===== config.mk =====
export PLATFORM = sky130hd
export DESIGN_NAME = hdmi_vram_fill_master_flat
export DESIGN_NICKNAME = d
export VERILOG_FILES = /design/src/rtl/hdmi_vram_fill_master_if.sv /design/src/rtl/hdmi_vram_fill_master.sv /design/src/flat_wrapper.sv
export SDC_FILE = /design/constraint.sdc
export NUM_CORES = 1
export LEC_CHECK = 0
export ABC_CLOCK_PERIOD_IN_PS = 11400
export CAP_MARGIN = 40
export CORE_UTILIZATION = 53
export DETAILED_ROUTE_END_ITERATION = 8
export PLACE_DENSITY = 0.88
export SLEW_MARGIN = 15
export SYNTH_ARGS = -nofsm -noshare
export SYNTH_HDL_FRONTEND = slang
export SYNTH_SLANG_ARGS = --single-unit

===== constraint.sdc =====
create_clock -name axi_aclk -period 11.4 [get_ports axi_aclk]
set_input_delay 2.28 -clock axi_aclk [delete_from_list [all_inputs] [get_ports axi_aclk]]
set_output_delay 2.28 -clock axi_aclk [all_outputs]
set_load 0.005 [all_outputs]

===== src/rtl/hdmi_vram_fill_master_if.sv =====
// AXI4-Lite bus bundle between the VRAM fill master and the HDMI text
// controller's register/VRAM slave port.
interface hdmi_vram_fill_master_if #(
    parameter int ADDR_W = 16,
    parameter int DATA_W = 32
) ();
    logic [ADDR_W-1:0]   awaddr;
    logic [2:0]          awprot;
    logic                awvalid;
    logic                awready;
    logic [DATA_W-1:0]   wdata;
    logic [DATA_W/8-1:0] wstrb;
    logic                wvalid;
    logic                wready;
    logic [1:0]          bresp;
    logic                bvalid;
    logic                bready;
    logic [ADDR_W-1:0]   araddr;
    logic [2:0]          arprot;
    logic                arvalid;
    logic                arready;
    logic [DATA_W-1:0]   rdata;
    logic [1:0]          rresp;
    logic                rvalid;
    logic                rready;

    modport master (
        output awaddr, awprot, awvalid, input awready,
        output wdata, wstrb, wvalid, input wready,
        input bresp, bvalid, output bready,
        output araddr, arprot, arvalid, input arready,
        input rdata, rresp, rvalid, output rready
    );

    modport slave (
        input awaddr, awprot, awvalid, output awready,
        input wdata, wstrb, wvalid, output wready,
        output bresp, bvalid, input bready,
        input araddr, arprot, arvalid, output arready,
        output rdata, rresp, rvalid, input rready
    );
endinterface


===== src/rtl/hdmi_vram_fill_master.sv =====
// AXI4-Lite master that fills a run of consecutive 32-bit words in the HDMI
// text controller's register/VRAM space with an arithmetic pattern
// (init, init+step, ...) and optionally reads each word back to check it.
//
// state   | meaning
// --------+-----------------------------------------------------------
// IDLE    | waiting for start; bus quiet
// WRITE   | awvalid/wvalid up, waiting for both handshakes (any order)
// WRESP   | bready up, waiting for the write response
// RADDR   | arvalid up with the word's address (verify runs only)
// RDATA   | rready up, comparing read data against the written pattern
// ADVANCE | step address/data/index, decide next word or finish
// FINISH  | one-cycle done pulse, busy drops
module hdmi_vram_fill_master #(
    parameter int C_AXI_DATA_WIDTH = 32,
    parameter int C_AXI_ADDR_WIDTH = 16,
    parameter int CNT_W            = 12
) (
    input  logic                        axi_aclk,
    input  logic                        axi_areset,
    input  logic                        start,
    input  logic [C_AXI_ADDR_WIDTH-1:0] base_addr,
    input  logic [CNT_W-1:0]            word_count,
    input  logic [C_AXI_DATA_WIDTH-1:0] pattern_init,
    input  logic [C_AXI_DATA_WIDTH-1:0] pattern_step,
    input  logic                        verify,
    output logic                        busy,
    output logic                        done,
    output logic                        error,
    output logic [CNT_W-1:0]            err_count,
    hdmi_vram_fill_master_if.master     m_axi
);

    typedef enum logic [2:0] {
        S_IDLE,
        S_WRITE,
        S_WRESP,
        S_RADDR,
        S_RDATA,
        S_ADVANCE,
        S_FINISH
    } state_t;

    localparam logic [C_AXI_ADDR_WIDTH-1:0] ADDR_ALIGN_MASK = ~C_AXI_ADDR_WIDTH'(3);
    localparam logic [C_AXI_ADDR_WIDTH-1:0] ADDR_STRIDE     = C_AXI_ADDR_WIDTH'(4);

    state_t                        state;
    logic [C_AXI_ADDR_WIDTH-1:0]   addr_q;
    logic [C_AXI_DATA_WIDTH-1:0]   data_q;
    logic [C_AXI_DATA_WIDTH-1:0]   step_q;
    logic [CNT_W-1:0]              count_q;
    logic [CNT_W-1:0]              idx_q;
    logic                          verify_q;
    logic                          aw_done;
    logic                          w_done;
    logic                          aw_valid_q;
    logic                          w_valid_q;
    logic                          b_ready_q;
    logic                          ar_valid_q;
    logic                          r_ready_q;

    logic                          aw_ok;
    logic                          w_ok;
    logic [CNT_W-1:0]              idx_next;

    // A channel counts as finished once its handshake happened now or earlier.
    assign aw_ok    = aw_done | (aw_valid_q & m_axi.awready);
    assign w_ok     = w_done  | (w_valid_q  & m_axi.wready);
    assign idx_next = idx_q + 1'b1;

    // Address and data come straight from the running registers, so they stay
    // stable for as long as the corresponding valid is held.
    assign m_axi.awaddr  = addr_q;
    assign m_axi.araddr  = addr_q;
    assign m_axi.wdata   = data_q;
    assign m_axi.awprot  = 3'b000;
    assign m_axi.arprot  = 3'b000;
    assign m_axi.wstrb   = '1;
    assign m_axi.awvalid = aw_valid_q;
    assign m_axi.wvalid  = w_valid_q;
    assign m_axi.bready  = b_ready_q;
    assign m_axi.arvalid = ar_valid_q;
    assign m_axi.rready  = r_ready_q;

    function automatic logic [CNT_W-1:0] sat_inc(input logic [CNT_W-1:0] v);
        return (&v) ? v : v + 1'b1;
    endfunction

    // Fill sequencer: one FSM owning every bus control and status register.
    always_ff @(posedge axi_aclk or posedge axi_areset) begin
        if (axi_areset) begin
            state      <= S_IDLE;
            addr_q     <= '0;
            data_q     <= '0;
            step_q     <= '0;
            count_q    <= '0;
            idx_q      <= '0;
            verify_q   <= 1'b0;
            aw_done    <= 1'b0;
            w_done     <= 1'b0;
            aw_valid_q <= 1'b0;
            w_valid_q  <= 1'b0;
            b_ready_q  <= 1'b0;
            ar_valid_q <= 1'b0;
            r_ready_q  <= 1'b0;
            busy       <= 1'b0;
            done       <= 1'b0;
            error      <= 1'b0;
            err_count  <= '0;
        end else begin
            done <= 1'b0;
            case (state)
                S_IDLE: begin
                    if (start) begin
                        addr_q    <= base_addr & ADDR_ALIGN_MASK;
                        data_q    <= pattern_init;
                        step_q    <= pattern_step;
                        count_q   <= word_count;
                        verify_q  <= verify;
                        idx_q     <= '0;
                        aw_done   <= 1'b0;
                        w_done    <= 1'b0;
                        error     <= 1'b0;
                        err_count <= '0;
                        busy      <= 1'b1;
                        if (word_count == '0) begin
                            state <= S_FINISH;
                        end else begin
                            aw_valid_q <= 1'b1;
                            w_valid_q  <= 1'b1;
                            state      <= S_WRITE;
                        end
                    end
                end

                S_WRITE: begin
                    if (aw_valid_q && m_axi.awready) begin
                        aw_valid_q <= 1'b0;
                    end
                    if (w_valid_q && m_axi.wready) begin
                        w_valid_q <= 1'b0;
                    end
                    if (aw_ok && w_ok) begin
                        aw_done   <= 1'b0;
                        w_done    <= 1'b0;
                        b_ready_q <= 1'b1;
                        state     <= S_WRESP;
                    end else begin
                        aw_done <= aw_ok;
                        w_done  <= w_ok;
                    end
                end

                S_WRESP: begin
                    if (m_axi.bvalid) begin
                        b_ready_q <= 1'b0;
                        if (m_axi.bresp != 2'b00) begin
                            error     <= 1'b1;
                            err_count <= sat_inc(err_count);
                        end
                        if (verify_q) begin
                            ar_valid_q <= 1'b1;
                            state      <= S_RADDR;
                        end else begin
                            state <= S_ADVANCE;
                        end
                    end
                end

                S_RADDR: begin
                    if (m_axi.arready) begin
                        ar_valid_q <= 1'b0;
                        r_ready_q  <= 1'b1;
                        state      <= S_RDATA;
                    end
                end

                S_RDATA: begin
                    if (m_axi.rvalid) begin
                        r_ready_q <= 1'b0;
                        // A bad response and bad data on the same beat count once.
                        if (m_axi.rresp != 2'b00 || m_axi.rdata != data_q) begin
                            error     <= 1'b1;
                            err_count <= sat_inc(err_count);
                        end
                        state <= S_ADVANCE;
                    end
                end

                S_ADVANCE: begin
                    idx_q  <= idx_next;
                    addr_q <= addr_q + ADDR_STRIDE;
                    data_q <= data_q + step_q;
                    if (idx_next == count_q) begin
                        state <= S_FINISH;
                    end else begin
                        aw_valid_q <= 1'b1;
                        w_valid_q  <= 1'b1;
                        state      <= S_WRITE;
                    end
                end

                S_FINISH: begin
                    done  <= 1'b1;
                    busy  <= 1'b0;
                    state <= S_IDLE;
                end

                default: begin
                    state <= S_IDLE;
                end
            endcase
        end
    end

endmodule


===== src/flat_wrapper.sv =====
// flat-port wrapper written by rule: the top's interface ports become plain ports
module hdmi_vram_fill_master_flat 
#(
    parameter int C_AXI_DATA_WIDTH = 32,
    parameter int C_AXI_ADDR_WIDTH = 16,
    parameter int CNT_W            = 12
)
  (axi_aclk, axi_areset, start, base_addr, word_count, pattern_init, pattern_step, verify, busy, done, error, err_count, m_axi_awaddr, m_axi_awprot, m_axi_awvalid, m_axi_awready, m_axi_wdata, m_axi_wstrb, m_axi_wvalid, m_axi_wready, m_axi_bresp, m_axi_bvalid, m_axi_bready, m_axi_araddr, m_axi_arprot, m_axi_arvalid, m_axi_arready, m_axi_rdata, m_axi_rresp, m_axi_rvalid, m_axi_rready);
  hdmi_vram_fill_master_if #(.ADDR_W((16)), .DATA_W((32))) m_axi_i ();
  input  logic axi_aclk;
  input  logic axi_areset;
  input  logic start;
  input  logic [C_AXI_ADDR_WIDTH-1:0] base_addr;
  input  logic [CNT_W-1:0] word_count;
  input  logic [C_AXI_DATA_WIDTH-1:0] pattern_init;
  input  logic [C_AXI_DATA_WIDTH-1:0] pattern_step;
  input  logic verify;
  output logic busy;
  output logic done;
  output logic error;
  output logic [CNT_W-1:0] err_count;
  output wire logic [$bits(m_axi_i.awaddr)-1:0] m_axi_awaddr;
  output wire logic [$bits(m_axi_i.awprot)-1:0] m_axi_awprot;
  output wire logic [$bits(m_axi_i.awvalid)-1:0] m_axi_awvalid;
  input wire logic [$bits(m_axi_i.awready)-1:0] m_axi_awready;
  output wire logic [$bits(m_axi_i.wdata)-1:0] m_axi_wdata;
  output wire logic [$bits(m_axi_i.wstrb)-1:0] m_axi_wstrb;
  output wire logic [$bits(m_axi_i.wvalid)-1:0] m_axi_wvalid;
  input wire logic [$bits(m_axi_i.wready)-1:0] m_axi_wready;
  input wire logic [$bits(m_axi_i.bresp)-1:0] m_axi_bresp;
  input wire logic [$bits(m_axi_i.bvalid)-1:0] m_axi_bvalid;
  output wire logic [$bits(m_axi_i.bready)-1:0] m_axi_bready;
  output wire logic [$bits(m_axi_i.araddr)-1:0] m_axi_araddr;
  output wire logic [$bits(m_axi_i.arprot)-1:0] m_axi_arprot;
  output wire logic [$bits(m_axi_i.arvalid)-1:0] m_axi_arvalid;
  input wire logic [$bits(m_axi_i.arready)-1:0] m_axi_arready;
  input wire logic [$bits(m_axi_i.rdata)-1:0] m_axi_rdata;
  input wire logic [$bits(m_axi_i.rresp)-1:0] m_axi_rresp;
  input wire logic [$bits(m_axi_i.rvalid)-1:0] m_axi_rvalid;
  output wire logic [$bits(m_axi_i.rready)-1:0] m_axi_rready;
  assign m_axi_awaddr = m_axi_i.awaddr;
  assign m_axi_awprot = m_axi_i.awprot;
  assign m_axi_awvalid = m_axi_i.awvalid;
  assign m_axi_i.awready = m_axi_awready;
  assign m_axi_wdata = m_axi_i.wdata;
  assign m_axi_wstrb = m_axi_i.wstrb;
  assign m_axi_wvalid = m_axi_i.wvalid;
  assign m_axi_i.wready = m_axi_wready;
  assign m_axi_i.bresp = m_axi_bresp;
  assign m_axi_i.bvalid = m_axi_bvalid;
  assign m_axi_bready = m_axi_i.bready;
  assign m_axi_araddr = m_axi_i.araddr;
  assign m_axi_arprot = m_axi_i.arprot;
  assign m_axi_arvalid = m_axi_i.arvalid;
  assign m_axi_i.arready = m_axi_arready;
  assign m_axi_i.rdata = m_axi_rdata;
  assign m_axi_i.rresp = m_axi_rresp;
  assign m_axi_i.rvalid = m_axi_rvalid;
  assign m_axi_rready = m_axi_i.rready;
  hdmi_vram_fill_master #(.C_AXI_DATA_WIDTH(C_AXI_DATA_WIDTH), .C_AXI_ADDR_WIDTH(C_AXI_ADDR_WIDTH), .CNT_W(CNT_W)) u_core (.axi_aclk(axi_aclk), .axi_areset(axi_areset), .start(start), .base_addr(base_addr), .word_count(word_count), .pattern_init(pattern_init), .pattern_step(pattern_step), .verify(verify), .busy(busy), .done(done), .error(error), .err_count(err_count), .m_axi(m_axi_i));
endmodule

==> impl_metrics.env <==
export IMPL_post_route_util_pct=73.0
export IMPL_cts_resized=0
export IMPL_ys_async_sr_fraction_pct=100
export IMPL_critical_path_max_fanout=8
export IMPL_power_total_w=0.00305
export IMPL_fmax_ghz=0.208
export IMPL_wl_per_cell_um=17.5
export IMPL_cts_tree="done"
export IMPL_synth_edf_count=0
export IMPL_avgSynthCellArea_um2=8.36
export IMPL_ant_nets=0
export IMPL_grt_pass1_vias=7542
export IMPL_max_slew_margin_pct=42.0
export IMPL_syn2layout_area_growth_pct=32.6
export IMPL_whs_path_depth=2
export IMPL_rr_worst_depth=13
export IMPL_ys_top_cells_by_count="nand2_1, dfrtp_1, nor2_1, a21oi_1, xor2_1"
export IMPL_clock_skew_final_ns=0.00883
export IMPL_hold_ws_ns=0.479
export IMPL_clock_latency_ns=0.42
export IMPL_synthTopCellsByArea="dfrtp_1, nand2_1, xor2_1, ha_1, a21oi_1"
export IMPL_synth_cell_area_um2=8090
export IMPL_finalCriticalPeriod_ns=4.81
export IMPL_status="complete, but fails checks"
export IMPL_yosysWarnings=0
export IMPL_hold_viol=0
export IMPL_p_leak_nw=4.74
export IMPL_die_h_um=126
export IMPL_required_ns=11.69
export IMPL_core_um2=14700
export IMPL_max_cap_viol_count=0
export IMPL_start_util_pct=55.0
export IMPL_postCtsSetupBuffers=0
export IMPL_setup_viol=0
export IMPL_yosys_register_bits=128
export IMPL_nFillCells=1032
export IMPL_grt_max_degree=76
export IMPL_worst_slack_ns=6.59
export IMPL_antenna_found_initial=0
export IMPL_final_period_utilization_pct=42.2
export IMPL_io_buffers=214
export IMPL_ys_flop_type="dfrtp_1"
export IMPL_failed_checks="DRC"
export IMPL_synth_cell_types=63
export IMPL_n_antenna_cell=0
export IMPL_design_die_area_um2=15800
export IMPL_yosysMostFrequentCell="nand2_1"
export IMPL_synth_seq_area_share_pct=39.6
export IMPL_drc_errors=10
export IMPL_rsz0062_at_grt="false"
export IMPL_max_vdd_ir_drop_mv=0.169
export IMPL_dp_slack_ns=6.29
export IMPL_first_pass_iters=7
export IMPL_power_density_nw_per_um2=284
export IMPL_cts_root_buf="clkbuf_16"
export IMPL_synth_top_area_share_pct=39.6
export IMPL_die_x_um=126
export IMPL_grt_overflow_total=0
export IMPL_critPathLaunchType="input port"
export IMPL_hpwl_um=16700
export IMPL_setup_worst_path_class="input port to flop"
export IMPL_netlist_instances=967
export IMPL_grt_usage_pct=30.6
export IMPL_rows=44
export IMPL_clkSlewWorstSetupHoldPaths_ns=0.05
export IMPL_min_path_type="flop to flop"
export IMPL_place_gp_congestion=0.936
export IMPL_fin_tns_setup_ns=0
export IMPL_postCtsHoldBufs=0
export IMPL_fin_nets=1323
export IMPL_drive_gt1_share_pct=4.23
export IMPL_io_pins=231
export IMPL_wl_um=23400
export IMPL_drtIter0Drc=579
export IMPL_clock_path_buffers=2
export IMPL_viasPerCell=5.84
export IMPL_clock_sinks=128
export IMPL_drv_slew=0
export IMPL_worst_pin_slew_ns=0.870
export IMPL_end_kind="flop"
export IMPL_yosysTopAreaCell="dfrtp_1"
export IMPL_arrival_ns=5.11
export IMPL_vias=7848
export IMPL_htree_levels=4
export IMPL_cts_buffers=17
export IMPL_grt_pass1_wl_um=37900
## metrics by stage
stage / area (um^2) / cells
floorplan: 8130 / 979
global placement: 10100 / 1312
detailed placement: 10200 / 1316
CTS: 10700 / 1343
global route: 10700 / 1343
finish: 10700 / 1343
## final timing paths
| kind | slack [ns] | start | end |
|---|---|---|---|
| worst max-delay path | 6.59 | m_axi_rdata[7] | u_core.err_count[5] |
| worst min-delay path | 0.48 | u_core.step_q[11] | u_core.step_q[11] |
| worst max register to register | 7.97 | u_core.m_axi.wdata[0] | u_core.m_axi.wdata[30] |
| worst min register to register | 0.48 | u_core.step_q[11] | u_core.step_q[11] |
| max in group asynchronous | 7.84 | axi_areset | u_core.idx_q[11] |
| min in group asynchronous | 2.35 | axi_areset | u_core.m_axi.araddr[7] |
## cell usage in the layout (no fill, tap or decap), types with 14 or more instances in the layout
cell and count:
a21oi_1 62, a31oi_1 15, clkbuf_16 17, clkdlybuf4s50_1 214
conb_1 14, dfrtp_1 128, ha_1 34, inv_1 17
nand2_1 221, nand3_1 29, nor2_1 70, nor3_1 20
o21ai_0 53, xnor2_1 28, xor2_1 54
## worst max-delay path, cell delays in order
cell and delay (ns):
clkdlybuf4s50_1 0.41, xor2_1 0.17, nor4_1 0.67, nand3_1 0.14, nor3_1 0.36, nor3_1 0.20, o21ai_1 0.34, nor2_1 0.19
nand3_1 0.14, xor2_1 0.14, nor2_1 0.05
## area by class of cell
| type | instances | area, um^2 | share of cell area, % |
|---|---|---|---|
| multi-input combinational | 764 | 4450 | 41.5 |
| timing repair buffer | 222 | 2250 | 20.9 |
| clock buffer | 27 | 523 | 4.88 |
| tap | 184 | 230 | 2.15 |
| sequential | 128 | 3200 | 29.9 |
| inverter | 18 | 70.1 | 0.653 |
## layer usage
metal | wire, um | share of wire, % | global-route usage, %
met2 | 11400 | 48 | 49.5
met1 | 9530 | 41 | 39.3
met3 | 1910 | 8.2 | 7.53
met5 | 0 | 0 | 0
met4 | 640 | 2.7 | 12.1
## state kept, by name (all words and copies together), names as in the netlist, 3 cells and up
register,cells
u_core.state,3
u_core.m_axi.wdata,32
u_core.step_q,32
u_core.count_q,12
u_core.m_axi.araddr,14
u_core.err_count,12
u_core.idx_q,12
## cell families after synthesis
kind of cell | count (synthesis) | share of synthesized area [%]
muxes | 4 | 0.495
DFF | 128 | 39.6
AOI/OAI and AO/OA | 224 | 17.7
buffers and inverters | 87 | 6.02
xor gates and xnor gates | 82 | 8.88
adders and majority gates | 35 | 5.51
and+or+nand+nor | 405 | 21.7
other | 2 | 0.0929
## where the power goes
group          switching, W  leakage, nW  total (W)  internal [W]
clock network      0.000187        0.257   0.000493      0.000306
logic              0.000898         2.90    0.00169      0.000790
registers          0.000226         1.59   0.000868      0.000642
total               0.00131         4.74    0.00305       0.00174
(Power assumes the default switching activity.)
